--- src/rtl/reflet_irq_arbiter.sv ---
// Interrupt request arbiter: per-line synchronizers, edge/level capture into
// pending latches, and a fixed-priority presenter with an ack handshake.
module reflet_irq_arbiter #(
    parameter int                  CHANNELS    = 4,
    parameter int                  SYNC_STAGES = 2,
    parameter logic [CHANNELS-1:0] EDGE_MASK   = {CHANNELS{1'b1}}
) (
    input  logic                        clk,
    input  logic                        reset,
    input  logic                        enable,
    input  logic [CHANNELS-1:0]         irq_in,
    input  logic [CHANNELS-1:0]         mask,
    input  logic                        ack,
    input  logic [CHANNELS-1:0]         overrun_clr,
    output logic                        irq_valid,
    output logic [$clog2(CHANNELS)-1:0] irq_id,
    output logic [CHANNELS-1:0]         pending,
    output logic [CHANNELS-1:0]         overrun
);
    localparam int         ID_W      = $clog2(CHANNELS);
    localparam logic [2:0] WARM_DONE = 3'(SYNC_STAGES + 1);

    typedef enum logic [1:0] {
        ST_IDLE    = 2'd0,
        ST_PRESENT = 2'd1,
        ST_BUBBLE  = 2'd2
    } state_t;

    logic [CHANNELS-1:0] sync_r [SYNC_STAGES];
    logic [CHANNELS-1:0] hist_r;
    logic [CHANNELS-1:0] pending_r;
    logic [CHANNELS-1:0] overrun_r;
    logic [2:0]          warm_r;
    state_t              state_r;
    state_t              state_nx_s;
    logic                valid_r;
    logic [ID_W-1:0]     id_r;

    logic [CHANNELS-1:0] sync_last_s;
    logic [CHANNELS-1:0] edge_s;
    logic [CHANNELS-1:0] set_s;
    logic [CHANNELS-1:0] clr_s;
    logic [CHANNELS-1:0] elig_s;
    logic                win_found_s;
    logic [ID_W-1:0]     win_id_s;
    logic                grant_s;

    assign sync_last_s = sync_r[SYNC_STAGES-1];

    // Synchronizer chain, one-cycle edge history and post-reset warm-up counter
    always_ff @(posedge clk) begin
        if (reset) begin
            for (int s = 0; s < SYNC_STAGES; s++) begin
                sync_r[s] <= {CHANNELS{1'b0}};
            end
            hist_r <= {CHANNELS{1'b0}};
            warm_r <= 3'd0;
        end else begin
            sync_r[0] <= irq_in;
            for (int s = 1; s < SYNC_STAGES; s++) begin
                sync_r[s] <= sync_r[s-1];
            end
            hist_r <= sync_last_s;
            if (warm_r != WARM_DONE) begin
                warm_r <= warm_r + 3'd1;
            end else begin
                warm_r <= warm_r;
            end
        end
    end

    // Capture events, clear on ack, and pick the lowest-index eligible channel
    always_comb begin
        edge_s   = {CHANNELS{1'b0}};
        set_s    = {CHANNELS{1'b0}};
        clr_s    = {CHANNELS{1'b0}};
        win_id_s = {ID_W{1'b0}};
        // Edges stay suppressed until the history holds a genuine post-reset
        // sample, so a line held high through reset is not mistaken for an edge.
        if (warm_r == WARM_DONE) begin
            edge_s = sync_last_s & ~hist_r & EDGE_MASK;
        end else begin
            edge_s = {CHANNELS{1'b0}};
        end
        set_s       = edge_s | (sync_last_s & ~EDGE_MASK);
        elig_s      = pending_r & mask;
        win_found_s = |elig_s;
        for (int i = CHANNELS - 1; i >= 0; i--) begin
            win_id_s = elig_s[i] ? ID_W'(i) : win_id_s;
        end
        for (int i = 0; i < CHANNELS; i++) begin
            clr_s[i] = (state_r == ST_PRESENT) && ack && (id_r == ID_W'(i));
        end
    end

    // Presenter next-state logic
    always_comb begin
        state_nx_s = state_r;
        grant_s    = 1'b0;
        case (state_r)
            ST_IDLE: begin
                if (enable && win_found_s) begin
                    state_nx_s = ST_PRESENT;
                    grant_s    = 1'b1;
                end else begin
                    state_nx_s = ST_IDLE;
                end
            end
            ST_PRESENT: begin
                if (ack) begin
                    state_nx_s = ST_BUBBLE;
                end else if (!enable) begin
                    state_nx_s = ST_IDLE;
                end else begin
                    state_nx_s = ST_PRESENT;
                end
            end
            ST_BUBBLE: state_nx_s = ST_IDLE;
            default:   state_nx_s = ST_IDLE;
        endcase
    end

    // Presenter state, registered valid and latched winner id
    always_ff @(posedge clk) begin
        if (reset) begin
            state_r <= ST_IDLE;
            valid_r <= 1'b0;
            id_r    <= {ID_W{1'b0}};
        end else begin
            state_r <= state_nx_s;
            valid_r <= (state_nx_s == ST_PRESENT);
            if (grant_s) begin
                id_r <= win_id_s;
            end else begin
                id_r <= id_r;
            end
        end
    end

    // Pending and sticky overrun latches; a new set beats a same-cycle clear
    always_ff @(posedge clk) begin
        if (reset) begin
            pending_r <= {CHANNELS{1'b0}};
            overrun_r <= {CHANNELS{1'b0}};
        end else begin
            pending_r <= (pending_r & ~clr_s) | set_s;
            overrun_r <= (overrun_r & ~overrun_clr) | (edge_s & pending_r & ~clr_s);
        end
    end

    assign irq_valid = valid_r;
    assign irq_id    = id_r;
    assign pending   = pending_r;
    assign overrun   = overrun_r;
endmodule

--- config.mk ---
export PLATFORM = sky130hd
export DESIGN_NAME = reflet_irq_arbiter
export DESIGN_NICKNAME = d
export VERILOG_FILES = /design/src/rtl/reflet_irq_arbiter.sv
export SDC_FILE = /design/constraint.sdc
export NUM_CORES = 1
export LEC_CHECK = 0
export CORE_ASPECT_RATIO = 0.6
export CORE_MARGIN = 5
export CORE_UTILIZATION = 30
export CTS_CLUSTER_DIAMETER = 100
export CTS_CLUSTER_SIZE = 12
export DETAILED_ROUTE_END_ITERATION = 6
export SYNTH_ARGS = -nofsm -noshare
export SYNTH_HDL_FRONTEND = slang
export SYNTH_SLANG_ARGS = --single-unit
--- constraint.sdc ---
create_clock -name clk -period 1.55 [get_ports clk]
set_input_delay 0.31 -clock clk [delete_from_list [all_inputs] [get_ports clk]]
set_output_delay 0.31 -clock clk [all_outputs]
set_load 0.02 [all_outputs]
==> results_dict.tcl, run 1 <==
set metrics [dict create \
    drv_cap 0 \
    crit_type "flop to output port" \
    drv_slew 0 \
    syn_nets 116 \
    die_w_um 84.9 \
    postRouteAntennaNets 0 \
    syn_to_final_growth_pct 39.9 \
    drtIter0Drc 42 \
    status "complete, no violations" \
    startpoint_type "flop" \
    power_uw 1340 \
    final_layout_size_suffix_gt1_share_pct 8.59 \
    grt-busiest-layer "met2" \
    finalHoldViolCount 0 \
    drt-pass1-iter-count 4 \
    wirelength_um 1940 \
    worstMarginPinSlew_ns 0.347 \
    synth.top_cell.area_share_pct 55.5 \
    drc 0 \
    htree_levels 1 \
    cp_num_buf_inv 1 \
    p_int_uw 1060 \
    netlist_area_um2 1010 \
    antenna_found_initial 0 \
    met1_usage_pct 11.0 \
    postCtsHoldBufs 0 \
    fillers 319 \
    synth_area_leaders "dfxtp_1 56%, nor2b_1 7.4%, a21oi_1 3.0%" \
    worstHoldPathCells 1 \
    reg2reg_depth 5 \
    use_met3_pct 5.18 \
    endpoint_kind "output port" \
    switching_share_pct 21.3 \
    grt_pass1_wl_um 3200 \
    async_reset_ff_share_pct 0 \
    path_cells "clkdlybuf4s50_1" \
    synth_top_area_cell "dfxtp_1" \
    place.gp.congestion 0.834 \
    cts_root_buf "clkbuf_8" \
    multi_input_area_um2 428 \
    synth_xor_area_share_pct 0.867 \
    worstHoldEndpoint "sync_r[0][5]$_SDFF_PP0_" \
    synth_top_family_by_area "simple AND/OR/NAND/NOR gates" \
    post_synth.cell_area_avg_um2 10.3 \
    port_buffers 26 \
    clk_pin_slew_ns 0.09 \
    p_clk_share_pct 32.6 \
    grt_pass1_vias 715 \
    path_delay_family "buffers and inverters" \
    grt_max_degree 18 \
    yosysMostFrequentCell "dfxtp_1" \
    crit_required_ns 1.24 \
    insertion_delay_ns 0.27 \
    initial_utilization_pct 31.1 \
    seq_area_um2 561 \
    hpwl_um 1480 \
    viasPerCell 4.55 \
    peakVddDrop_mv 0.510 \
    setup_viol 0 \
    cpPeakStageDelay_ns 0.59 \
    tritoncts "built" \
    fin_crit_sh_pct 96.0 \
    syn_inst 98 \
    cts_sinks 28 \
    cp_max_fo 1 \
    yosys.area_share.simple_pct 24.5 \
    fin_crit_ns 1.49 \
    ys.flop_type "dfxtp_1" \
    leakagePower_uw 0.000638 \
    synth.area.mux_share_pct 1.98 \
    seq_power_share_pct 57.0 \
    ys_warn_count 0 \
    slew_headroom_pct 76.3 \
    vias 787 \
    die-area_um2 4660 \
    reg2reg_from "warm_r[0]$_SDFFE_PP0P_" \
    ys_ff_latch 28 \
    io_pins 27 \
    antenna_cells 0 \
    core_area_um2 3240 \
    use_met2_pct 14.0 \
    nNetsFinal 147 \
    fin_skew_ns 0.00241 \
    grt_overflow 0 \
    clock.fmax_mhz 672 \
    avgRoutedWirePerCell_um 11.2 \
    crit_path_top_delay_cell "clkdlybuf4s50_1" \
    ys_top_cells_by_count "28 x dfxtp_1, 12 x nor2b_1, 6 x a21oi_1, 6 x nand2_1, 6 x nor2_1" \
    rows 16 \
    netSwitchingPower_uw 285 \
    yosys.area_share.adder_pct 2.48 \
    yosysUniqueCellTypes 27 \
    synth-compound-area-share_pct 12.5 \
    comb_power_share_pct 10.3 \
    cts_made_buffers 3 \
    min_path_type "flop to flop" \
    r2r-end "overrun[2]$_SDFF_PP0_" \
    hold_slack_ns 0.447 \
    die-height_um 54.9 \
    p_per_area_nw_per_um2 949 \
    synth_edf_count 0 \
    hold_start "sync_r[0][1]$_SDFF_PP0_" \
    grtUsageTotal_pct 8.97 \
    grt_setup_unrepaired "false" \
    yosysSeqAreaShare_pct 55.5 \
    cp_data_arrival_time_ns 1.18 \
    max-clock-path-buffers 2 \
    reg2reg_slack_ns 0.15 \
]
state kept, by name (all words and copies together) (netlist names):
register and count:
pending 4, warm_r 3, sync_r 8, state_r 2
overrun 4, irq_valid 1, hist_r 4, irq_id 2
layer usage:
layer | part of all wire [%] | wire length, um
met1 | 49 | 946
met2 | 40 | 778
met3 | 11 | 218
met4 | 0 | 0
met5 | 0 | 0
power groups by stage:
stage | combinational, uW | sequential, uW | clock [uW]
finish | 139 | 765 | 438
global route | 159 | 769 | 483
CTS | 141 | 765 | 456
detailed placement | 141 | 782 | 0
global placement | 137 | 781 | 0
floorplan | 71.4 | 782 | 0
worst max-delay path by stage:
stage | from | to | slack, ns | depth (start not counted)
finish | irq_valid$_SDFF_PP0_ | irq_valid | 0.06 | 1
CTS | overrun[1]$_SDFF_PP0_ | overrun[1] | 0.008 | 1
global placement | ack | overrun[2]$_SDFF_PP0_ | -0.02 | 4
detailed placement | ack | pending[1]$_SDFF_PP0_ | -0.02 | 5
global route | irq_valid$_SDFF_PP0_ | irq_valid | 0.02 | 1
floorplan | warm_r[0]$_SDFFE_PP0P_ | overrun[0]$_SDFF_PP0_ | 0.32 | 6
logic make-up (layout without fill, tap and decap cells):
logic type      after synthesis  in the layout
mux                           2              2
buf+inv                       5             35
xor+xnor                      1              1
fa+ha+maj                     2              2
flops                        28             28
compound gates               19             19
simple gates                 41             41
what timing repair did:
| action | CTS | global route |
|---|---|---|
| endpoints found under the setup margin | 5 | 5 |
| resized for setup | 5 | 5 |
| buffers inserted | 0 | 0 |
| pin swaps | 0 | 0 |
cell type report:
cell class,instances,area share (%)
timing repair buffer,30,21.9
tap,45,3.99
clock buffer,4,3.90
inverter,1,0.266
sequential,28,39.7
multi-input combinational,65,30.3
metrics by stage:
stage	setup WS [ns]	cells	setup TNS (ns)	instance area, um^2	util, %
after global placement	-0.0209	169	-0.0362	1350	41.7
after detailed placement	-0.0241	169	-0.110	1350	41.7
after floorplan	0.322	98	0	1010	-
after CTS	0.00827	173	0	1400	43.2
after global routing	0.0207	173	0	1410	43.6
final	0.0622	173	0	1410	43.6
placed cells by master (no fill, tap or decap), types with 4 or more instances in the layout:
cell	n
nor2b_1	12
nor3b_1	4
nand2_1	6
nand3b_1	4
dfxtp_1	28
clkbuf_8	4
dlymetal6s2s_1	5
dlygate4sd2_1	5
clkdlybuf4s50_1	16
a21oi_1	6
nor2_1	6
No activity file was read; power rests on OpenSTA's default activity.
==> inputs of run 2 (changes only) <==
- CTS_CLUSTER_DIAMETER: 100 -> unset
- CTS_CLUSTER_SIZE: 12 -> unset
- SKIP_CTS_REPAIR_TIMING: unset -> 1
==> run 2 against run 1 <==
  * Register-to-register slack is essentially flat
  * Clock-buffer cell count unchanged
  * Sequential power about the same
  * Total power about the same
  * Combinational power about the same
  * Sequential share of layout area shrank 0.52 points
  * Sequential cell count stayed put
  * Worst setup slack is the same
  * Critical path type unchanged
  * Highest routed layer unchanged
==> results_dict.tcl, run 2 (same netlist as run 1, synthesis figures left out) <==
set metrics [dict create \
    min_path_type "flop to flop" \
    finalHoldViolCount 0 \
    slew_headroom_pct 76.3 \
    io_pins 27 \
    power_uw 1340 \
    grt_overflow 0 \
    crit_type "flop to output port" \
    drtIter0Drc 42 \
    die_w_um 84.9 \
    grt_pass1_vias 715 \
    cp_max_fo 1 \
    drv_cap 0 \
    fin_skew_ns 0.00241 \
    port_buffers 26 \
    use_met2_pct 14.0 \
    largest_reg_flops 8 \
    cpPeakStageDelay_ns 0.59 \
    crit_path_top_delay_cell "clkdlybuf4s50_1" \
    place_ws_ns -0.0241 \
    clock.fmax_mhz 672 \
    antenna_found_initial 0 \
    worstMarginPinSlew_ns 0.347 \
    cts_sinks 28 \
    placed_area_um2 1350 \
    final_common_cell "dfxtp_1" \
    wirelength_um 1950 \
    die-height_um 54.9 \
    vias 788 \
    crit_required_ns 1.24 \
    syn_to_final_growth_pct 41.8 \
    die-area_um2 4660 \
    insertion_delay_ns 0.27 \
    reg2reg_from "warm_r[0]$_SDFFE_PP0P_" \
    postRouteAntennaNets 0 \
    clk_pin_slew_ns 0.09 \
    status "complete, no violations" \
    grt_pass1_wl_um 3200 \
    viasPerCell 4.55 \
    grt-busiest-layer "met2" \
    startpoint_type "flop" \
    core_area_um2 3240 \
    layout_common_cells "28 x dfxtp_1, 16 x clkdlybuf4s50_1, 12 x nor2b_1" \
    met1_usage_pct 11.0 \
    max-clock-path-buffers 2 \
    avgRoutedWirePerCell_um 11.3 \
    hold_start "sync_r[0][1]$_SDFF_PP0_" \
    leakagePower_uw 0.000708 \
    path_cells "clkdlybuf4s50_1" \
    cts_made_buffers 3 \
    top_register "sync_r" \
    place.gp.congestion 0.834 \
    path_delay_family "buffers and inverters" \
    antenna_cells 0 \
    cp_data_arrival_time_ns 1.18 \
    tritoncts "built" \
    endpoint_kind "output port" \
    final_layout_size_suffix_gt1_share_pct 8.59 \
    grt_setup_unrepaired "false" \
    stdcell_area_um2 1430 \
    nNetsFinal 147 \
    setup_viol 0 \
    setup_slack_ns 0.0622 \
    peakVddDrop_mv 0.510 \
    hpwl_um 1480 \
    initial_utilization_pct 31.1 \
    grtUsageTotal_pct 8.97 \
    fin_crit_ns 1.49 \
    htree_levels 1 \
    p_per_area_nw_per_um2 938 \
    drv_slew 0 \
    use_met3_pct 5.18 \
    critPathLaunch "irq_valid$_SDFF_PP0_" \
    fin_crit_sh_pct 96.0 \
    rows 16 \
    drc 0 \
    drt-pass1-iter-count 4 \
    cts_root_buf "clkbuf_8" \
    cp_num_buf_inv 1 \
    grt_max_degree 18 \
]
-- run 2: cell types whose count changed in the layout (fill, tap and decap cells not counted), sizes merged --
cell	change
dlygate4sd2	-5
dlymetal6s2s	+5
-- run 2: stage by stage --
step / utilization [%] / setup TNS [ns] / instances / hold slack, ns
4_1_cts: 43.4 / -0.370 / 173 / 0.454
3_3_place_gp: 41.7 / -0.0362 / 169 / 0.419
6_report: 44.1 / 0 / 173 / 0.447
2_1_floorplan: - / 0 / 98 / 0.414
5_1_grt: 44.1 / 0 / 173 / 0.460
3_5_place_dp: 41.7 / -0.110 / 169 / 0.432
-- run 2: metal layers --
metal,share of wire (%),up-vias
met5,0,-
met4,0,0
met3,11,0
met2,40,32
met1,49,356
li1,-,400
-- run 2: path summary, 6_finish.rpt --
path / end / slack, ns / depth (start not counted)
setup / recovery: irq_valid / 0.06 / 1
setup reg to reg: overrun[2]$_SDFF_PP0_ / 0.15 / 5
hold / removal: sync_r[0][5]$_SDFF_PP0_ / 0.45 / 1
hold reg to reg: sync_r[0][5]$_SDFF_PP0_ / 0.45 / 1
-- run 2: layout make-up --
type                            instances  area, um^2
Inverter                                1        3.75
Clock buffer                            4        55.1
Tap cell                               45        56.3
Timing Repair Buffer                   30         328
Fill cell                             317        1810
Multi-Input combinational cell         65         428
Sequential cell                        28         561
-- run 2: where the power goes --
group / switching [uW] / internal (uW) / total [uW]
Sequential: 14.3 / 750 / 765
Clock: 211 / 227 / 438
Combinational: 60.3 / 79.2 / 140
Total: 285 / 1060 / 1340
==> inputs of run 3 (changes only) <==
--- a/config.mk
+++ b/config.mk
@@ -9,5 +9,7 @@
 export CORE_MARGIN = 5
 export CORE_UTILIZATION = 30
+export CTS_CLUSTER_SIZE = 10
 export DETAILED_ROUTE_END_ITERATION = 6
+export SETUP_SLACK_MARGIN = 0.4
 export SKIP_CTS_REPAIR_TIMING = 1
 export SYNTH_ARGS = -nofsm -noshare
==> constraint.sdc (replaced) <==
create_clock -name clk -period 1.55 [get_ports clk]
set_input_delay 0.2325 -clock clk [delete_from_list [all_inputs] [get_ports clk]]
set_output_delay 0.2325 -clock clk [all_outputs]
set_load 0.02 [all_outputs]
==> run 3 against run 2 <==
  * Sequential share of layout area is 0.48 points lower
  * Clock-buffer cell count is 1 lower
  * Critical path depth stayed put
  * Die area stayed put
  * First-iteration DRC count is 38% lower
  * Combinational power is 21% higher
  * Non-clock buffer count is 5 higher
  * Wire length is 12% higher
  * Register-to-register slack better by 0.27 ns
  * Global-route usage is 0.74 points higher
  * Clock skew is 0.0059 ns higher
  * Highest routed layer is now met4
==> results_dict.tcl, run 3 (same netlist as run 1, synthesis figures left out) <==
set metrics [dict create \
    status "complete, no violations" \
    vias 800 \
    cp_data_arrival_time_ns 0.97 \
    placed_area_um2 1380 \
    grt_max_degree 15 \
    finalNonFillerCells 177 \
    io_pins 27 \
    die_w_um 84.9 \
    die-height_um 54.9 \
    worstMarginPinSlew_ns 0.355 \
    top_register "sync_r" \
    final_layout_size_suffix_gt1_share_pct 25.8 \
    cpPeakStageDelay_ns 0.44 \
    setup_slack_ns 0.344 \
    place_ws_ns 0.00171 \
    place.gp.congestion 0.718 \
    avgRoutedWirePerCell_um 12.3 \
    grt_pass1_wl_um 3460 \
    peakVddDrop_mv 0.576 \
    die-area_um2 4660 \
    leakagePower_uw 0.000696 \
    power_uw 1320 \
    grt_overflow 0 \
    crit_type "flop to output port" \
    initial_utilization_pct 31.1 \
    clock.fmax_mhz 830 \
    min_path_type "primary input to flop" \
    hpwl_um 1640 \
    clk_pin_slew_ns 0.09 \
    drt-pass1-iter-count 4 \
    cp_num_buf_inv 1 \
    grtUsageTotal_pct 9.71 \
    port_buffers 26 \
    antenna_cells 0 \
    stdcell_area_um2 1480 \
    fin_crit_ns 1.21 \
    viasPerCell 4.52 \
    largest_reg_flops 8 \
    tns_ns 0 \
    final_common_cell "dfxtp_1" \
    cp_max_fo 6 \
    wirelength_um 2180 \
    fin_crit_sh_pct 77.8 \
    cts_sinks 28 \
    grt_pass1_vias 748 \
    drtIter0Drc 26 \
    grt_setup_unrepaired "true" \
    postRouteAntennaNets 0 \
    crit_path_top_delay_cell "dfxtp_1" \
    slew_headroom_pct 75.7 \
    cp_num_cells 1 \
    cts_made_buffers 3 \
    path_cells "dlymetal6s2s_1" \
    worstHoldPathCells 2 \
    finalHoldViolCount 0 \
    path_delay_family "flip-flops" \
    drc 0 \
    nNetsFinal 152 \
    crit_required_ns 1.32 \
    tritoncts "built" \
    setup_viol 0 \
    reg2reg_depth 5 \
    layout_common_cells "22 x dfxtp_1, 12 x nor2b_1, 11 x clkdlybuf4s50_1" \
    rows 16 \
    drv_cap 0 \
    insertion_delay_ns 0.27 \
    htree_levels 1 \
    syn_to_final_growth_pct 46.1 \
    p_per_area_nw_per_um2 895 \
    core_area_um2 3240 \
    antenna_found_initial 0 \
    drv_slew 0 \
    max-clock-path-buffers 2 \
    dpl.cell_count 171 \
    cts_root_buf "clkbuf_8" \
    endpoint_kind "output port" \
    startpoint_type "flop" \
    fin_skew_ns 0.00827 \
]
[run 3: changes by cell type in the layout (fill, tap and decap cells not counted), moves of 2 or more]
cell,change
buf_4,+6
clkbuf_2,+6
clkdlybuf4s50_1,-5
dfxtp_1,-6
dfxtp_2,+5
ha_1,-2
ha_4,+2
nor3b_1,-2
nor3b_2,+2
o21ai_0,-3
o21ai_1,+3
[run 3: path summary, 6_finish.rpt]
check	start	endpoint	slack, ns
worst max-delay path	irq_id[1]$_SDFFE_PP0P_	irq_id[1]	0.34
worst min register to register	sync_r[0][0]$_SDFF_PP0_	sync_r[0][4]$_SDFF_PP0_	0.45
worst min-delay path	ack	state_r[0]$_SDFF_PP0_	0.26
worst max register to register	warm_r[1]$_SDFFE_PP0P_	overrun[2]$_SDFF_PP0_	0.42
[run 3: report_power, final]
part | internal [uW] | switching [uW] | leakage [uW]
Sequential | 752 | 21.9 | 0.000231
Combinational | 101 | 69.3 | 0.000443
Clock | 174 | 202 | 0.0000216
Total | 1030 | 293 | 0.000696
[run 3: routing by layer]
| metal | global-route usage (%) | part of all wire, % | vias to the layer above |
|---|---|---|---|
| met5 | 0 | 0 | - |
| met4 | 3.16 | 0.37 | 0 |
| met3 | 4.29 | 7.9 | 2 |
| met2 | 15.6 | 43 | 27 |
| met1 | 11.9 | 49 | 363 |
| li1 | - | - | 408 |
[run 3: cell type report]
| class | instances | area [um^2] |
|---|---|---|
| Timing Repair Buffer | 35 | 320 |
| Tap cell | 45 | 56.3 |
| Inverter | 1 | 3.75 |
| Fill cell | 327 | 1770 |
| Multi-Input combinational cell | 65 | 483 |
| Clock buffer | 3 | 41.3 |
| Sequential cell | 28 | 571 |
[run 3: stage by stage]
stage / util, % / hold WS (ns)
detailed placement: 42.6 / 0.431
finish: 45.5 / 0.263
global route: 45.5 / 0.266
global placement: 42.6 / 0.419
CTS: 43.8 / 0.451
floorplan: - / 0.347
